`src/rtl/mem_ctrl.sv`:
```
// Byte-serial memory controller: arbitrates IF fetches against MEM loads/stores
// and sequences them one byte per cycle over an 8-bit RAM port, little-endian.
module mem_ctrl #(
    parameter int ADDR_W = 32,
    parameter int DATA_W = 32
) (
    input  logic              clk,
    input  logic              rst,
    input  logic              if_req,
    input  logic [ADDR_W-1:0] if_addr,
    input  logic              if_flush,
    output logic [DATA_W-1:0] if_data,
    output logic              if_done,
    input  logic              mem_req_i,
    input  logic              mem_we,
    input  logic [ADDR_W-1:0] mem_addr,
    input  logic [1:0]        mem_len,
    input  logic [DATA_W-1:0] mem_wdata,
    output logic [DATA_W-1:0] mem_rdata,
    output logic              mem_done,
    output logic              mem_stall_req,
    output logic              stall_release,
    output logic [ADDR_W-1:0] ram_a,
    output logic [7:0]        ram_dout,
    input  logic [7:0]        ram_din,
    output logic              ram_wr
);
    localparam int NBYTES = DATA_W / 8;

    typedef enum logic [2:0] {IDLE, IF_RD, MEM_RD, MEM_WR, DONE} state_t;

    state_t            state_reg;
    logic [2:0]        cnt_reg;
    logic [2:0]        last_reg;
    logic              is_mem_reg;
    logic              if_done_reg;
    logic [DATA_W-1:0] wdata_reg;
    logic [DATA_W-1:0] asm_reg;
    logic [DATA_W-1:0] asm_next;
    logic [DATA_W-1:0] if_data_reg;
    logic [2:0]        len_last;

    // Length code 2 is illegal and is handled as a full word.
    always_comb begin
        len_last = 3'd3;
        case (mem_len)
            2'd0:    len_last = 3'd0;
            2'd1:    len_last = 3'd1;
            default: len_last = 3'd3;
        endcase
    end

    // The byte presented on ram_din in read cycle k belongs to byte lane k-1.
    genvar gi;
    generate
        for (gi = 0; gi < NBYTES; gi++) begin : g_asm
            assign asm_next[gi*8 +: 8] = (cnt_reg == 3'(gi + 1)) ? ram_din : asm_reg[gi*8 +: 8];
        end
    endgenerate

    // A flush landing on the DONE cycle of a fetch must hide the result entirely.
    assign if_done       = if_done_reg & ~if_flush;
    assign if_data       = (state_reg == DONE && !is_mem_reg && !if_flush) ? asm_reg : if_data_reg;
    assign mem_stall_req = mem_req_i & ~rst & ~(state_reg == DONE && is_mem_reg);

    always_ff @(posedge clk or posedge rst) begin
        if (rst) begin
            state_reg     <= IDLE;
            cnt_reg       <= '0;
            last_reg      <= '0;
            is_mem_reg    <= 1'b0;
            if_done_reg   <= 1'b0;
            wdata_reg     <= '0;
            asm_reg       <= '0;
            if_data_reg   <= '0;
            mem_rdata     <= '0;
            mem_done      <= 1'b0;
            stall_release <= 1'b0;
            ram_a         <= '0;
            ram_dout      <= '0;
            ram_wr        <= 1'b0;
        end else begin
            if_done_reg   <= 1'b0;
            mem_done      <= 1'b0;
            stall_release <= 1'b0;
            case (state_reg)
                IDLE: begin
                    cnt_reg <= '0;
                    asm_reg <= '0;
                    if (mem_req_i) begin
                        is_mem_reg <= 1'b1;
                        last_reg   <= len_last;
                        ram_a      <= mem_addr;
                        if (mem_we) begin
                            state_reg <= MEM_WR;
                            ram_wr    <= 1'b1;
                            ram_dout  <= mem_wdata[7:0];
                            wdata_reg <= mem_wdata >> 8;
                        end else begin
                            state_reg <= MEM_RD;
                        end
                    end else if (if_req && !if_flush) begin
                        is_mem_reg <= 1'b0;
                        last_reg   <= 3'(NBYTES - 1);
                        ram_a      <= if_addr;
                        state_reg  <= IF_RD;
                    end
                end
                IF_RD, MEM_RD: begin
                    asm_reg <= asm_next;
                    cnt_reg <= cnt_reg + 3'd1;
                    ram_a   <= ram_a + 1'b1;
                    if (state_reg == IF_RD && if_flush) begin
                        state_reg <= IDLE;
                    end else if (cnt_reg == last_reg + 3'd1) begin
                        state_reg <= DONE;
                        if (state_reg == IF_RD) begin
                            if_done_reg <= 1'b1;
                        end else begin
                            mem_done      <= 1'b1;
                            stall_release <= 1'b1;
                            mem_rdata     <= asm_next;
                        end
                    end
                end
                MEM_WR: begin
                    if (cnt_reg == last_reg) begin
                        state_reg     <= DONE;
                        ram_wr        <= 1'b0;
                        mem_done      <= 1'b1;
                        stall_release <= 1'b1;
                    end else begin
                        cnt_reg   <= cnt_reg + 3'd1;
                        ram_a     <= ram_a + 1'b1;
                        ram_dout  <= wdata_reg[7:0];
                        wdata_reg <= wdata_reg >> 8;
                    end
                end
                DONE: begin
                    state_reg <= IDLE;
                    if (!is_mem_reg && !if_flush) begin
                        if_data_reg <= asm_reg;
                    end
                end
                default: state_reg <= IDLE;
            endcase
        end
    end
endmodule

```
`config.mk`:
```
export PLATFORM = sky130hd
export DESIGN_NAME = mem_ctrl
export DESIGN_NICKNAME = d
export VERILOG_FILES = /design/src/rtl/mem_ctrl.sv
export SDC_FILE = /design/constraint.sdc
export NUM_CORES = 1
export LEC_CHECK = 0
export CORE_ASPECT_RATIO = 0.7
export CORE_UTILIZATION = 50
export CTS_CLUSTER_SIZE = 20
export DETAILED_ROUTE_END_ITERATION = 10
export GPL_TIMING_DRIVEN = 0
export HOLD_SLACK_MARGIN = 0.15
export PLACE_DENSITY = 0.79
export SLEW_MARGIN = 20
export SYNTH_ARGS = -nofsm -noshare
export SYNTH_HDL_FRONTEND = slang
export SYNTH_SLANG_ARGS = --single-unit
```
`constraint.sdc`:
```
create_clock -name clk -period 16.8 [get_ports clk]
set_input_delay 3.36 -clock clk [delete_from_list [all_inputs] [get_ports clk]]
set_output_delay 3.36 -clock clk [all_outputs]
set_load 0.005 [all_outputs]
```
==> metrics <==
status=finished, final reports clean; WHS Endpoint=mem_rdata[0]$_DFFE_PP0P_; vias per cell=approximately 6; Worst EP required=~13 ns; Max clock buf depth=2; die area=between 15000 and 20000 µm²; Clock Skews=0.01405 ns; Hold Crit Start=mem_rdata[0]$_DFFE_PP0P_; largest family of logic cells by synthesized area=multiplexers; Finish-stage setup viols=0; drt wl/cell=18.95 µm; post-detail-place hpwl=approximately 18000 µm; final period utilization=0.5434; R2R setup slack=about 14 ns; chip width=161.0 µm; initial core utilization=0.5141; crit-path max FO=10; mapped cell area=roughly 9000 µm²; synth unique cells=slightly below 50; Final Net Count=1222; multi-input logic area=around 4200 µm²; maximum vdd drop=between 70 and 80 µV; Arr. time, crit path=a little under 6 ns; FF-to-FF Start=ram_a[0]$_DFFE_PP0P_; Seq/Total Area, Yosys=0.4863; Syn Nets=about 1000; Post-Route WL=roughly 26000 µm; CP Launch Point=if_flush; DRT iter0 DRCs=683; crit path time final=roughly 9 ns; Slew Limit Fails=0; Synth Flop Type=dfrtp_1; clock sink count=about 170; post-synth top area share=0.4863; post-route ant nets=0; register area=approximately 4300 µm²; post-cts gate resize count=0; vias in the first global route=around 7500; RD Place Congestion=0.8879; setup_tns=0 ns; first-pass GRT wire length=40340 µm; Yosys reg bits=between 150 and 200; yosys warns=0; number of synthesized flops with an enable pin=0; Die Y=113.3 µm; Mean Syn Cell Area=10.16 µm²; Synth area leaders=dfrtp_1, mux2_2, mux2i_1; Synth Area in XOR/XNOR=0.004948; fmax=approximately 110 MHz; worst r2r path cells=6; initial antenna violation count=0; drt first pass iters=4; final setup margin=about 7.7 ns; H-Tree Depth=4; Post-Synth Simple-Gate Area=0.1192; Worst-Margin Slew=roughly 0.86 ns; post-synthesis mux area share=0.1718; CTS tree=yes; GRT Residual Overflow=0; leading area contributor after synthesis=dfrtp_1; Site Rows=40; area added between synthesis and finish=34.34%; Placed Cells=about 1300; Clock Latency Late Sink=roughly 0.43 ns; slew margin rel.=0.4225; area of the core=around 17000 µm²; Crit Path Class=input port to output pin; Root Buffer=clkbuf_16; Ports=221; Synth Area in Compound Gates=0.1691; RSZ-0062 raised after global routing=false; largest net degree at the start of global routing=90; GRT Util Overall=0.2853; ant diodes=0; nature of the critical path startpoint=input port; filler cell count=1372; post-CTS setup buffers=0; worst hold path type=register to register; Max-Cap Viols=0; Worst setup EP type=output pin; layout cells sized above 1=0.1192; hold path cells=2; Async S/R FF share, synth=1.000; PortBufs=212; endpoints failing hold=0; Lkg Pwr=approximately 5.2 nW; FF-to-FF End=ram_a[30]$_DFFE_PP0P_; drt drc=0; vias=slightly below 8000; adder-cell share of the synthesized area=0.009895; CTS Buf Count=17; CTS clk-pin slew, worst paths=0.07 ns; Syn Inst Count=between 800 and 900; Non-Filler Instances=1347; Cell Pwr Density=between 150 and 200 nW/µm²; CTS hold repair buffers=0; pre-CTS setup slack=between 7 and 8 ns
per-stage QoR:
stage,cell area [µm²],total power (W),utilization,hold slack [ns]
after detailed placement,11300,0.001606,0.6562,0.4721
after global placement,11260,0.001579,0.6541,0.4626
after CTS,11890,0.001999,0.6903,0.4873
after floorplan,8851,0.001188,-,0.4666
final,11890,0.002008,0.6906,0.4818
after global routing,11890,0.002129,0.6906,0.5093
critical path, stage by stage:
cell and delay [ns]:
clkdlybuf4s50_1 0.57, nor2_1 0.07, nand3_1 0.46, buf_2 0.41, mux2_2 0.38, clkdlybuf4s50_1 0.50
final cells by class:
cell class | instances | share of cell area
inverters | 19 | 0.006629
well taps | 231 | 0.02431
clock inverters | 14 | 0.01252
flip-flops and latches | 172 | 0.3620
plain buffers | 64 | 0.02294
repair buffers | 213 | 0.1808
multi-input cells | 616 | 0.3539
clock buffers | 18 | 0.03694
power by group:
part / internal, W / switching [W] / leakage (nW)
Sequential: 0.000574 / 0.000139 / 2.17
Clock: 0.000202 / 0.000188 / 0.289
Combinational: 0.000446 / 0.000459 / 2.74
logic make-up after synthesis:
kind of cell               Yosys count
xor gates and xnor gates             5
and+or+nand+nor                    224
DFF                                172
adders and majority gates            7
muxes                              143
buffers and inverters               83
AOI/OAI and AO/OA                  237
metal layers:
metal	global-route usage	up-vias	part of all wire
li1	-	3620	-
met1	0.4265	3871	0.47
met2	0.4158	368	0.44
met3	0.05792	26	0.083
met4	0.08742	0	0.011
met5	0	-	0
worst max-delay path by stage:
stage	endpoint	slack, ns	depth (start not counted)
floorplan	asm_reg[0]$_DFFE_PP0P_	8.78	1
global placement	mem_rdata[5]$_DFFE_PP0P_	6.40	2
detailed placement	if_data[13]	7.74	6
CTS	if_data[13]	7.72	6
global route	if_data[14]	7.63	6
finish	if_data[13]	7.67	6
layout by cell type (no fill, tap or decap), drive strengths merged, types with 4 or more instances in the layout:
| master | count |
|---|---|
| nand3 | 24 |
| o21ai | 70 |
| nor3 | 14 |
| nor4 | 6 |
| nand4 | 7 |
| a31oi | 10 |
| nand2 | 73 |
| nor2 | 63 |
| o22ai | 6 |
| o22a | 10 |
| dfrtp | 172 |
| a21oi | 67 |
| clkdlybuf4s50 | 212 |
| clkbuf | 45 |
| nor2b | 14 |
| inv | 24 |
| a22o | 27 |
| and4 | 4 |
| mux2 | 71 |
| and3 | 5 |
| o2bb2ai | 8 |
| a311oi | 4 |
| a211oi | 18 |
| mux2i | 72 |
| and2 | 4 |
| buf | 38 |
| clkinv | 9 |
| ha | 7 |
synthesized netlist by cell type (4+ instances only):
master / n
dfrtp_1: 172
nand2_1: 73
mux2i_1: 72
mux2_2: 71
a21oi_1: 67
o21ai_0: 66
nor2_1: 63
a22o_1: 27
clkbuf_1: 27
nand3_1: 24
buf_2: 20
a211oi_1: 18
inv_1: 18
buf_1: 15
nor2b_1: 14
nor3_1: 13
a31oi_1: 10
o22a_1: 10
o2bb2ai_1: 8
ha_1: 7
nand4_1: 7
o22ai_1: 6
and3_1: 5
a311oi_1: 4
and2_1: 4
and4_1: 4
o21ai_1: 4
Note: power is estimated with default switching activity, not from simulation.
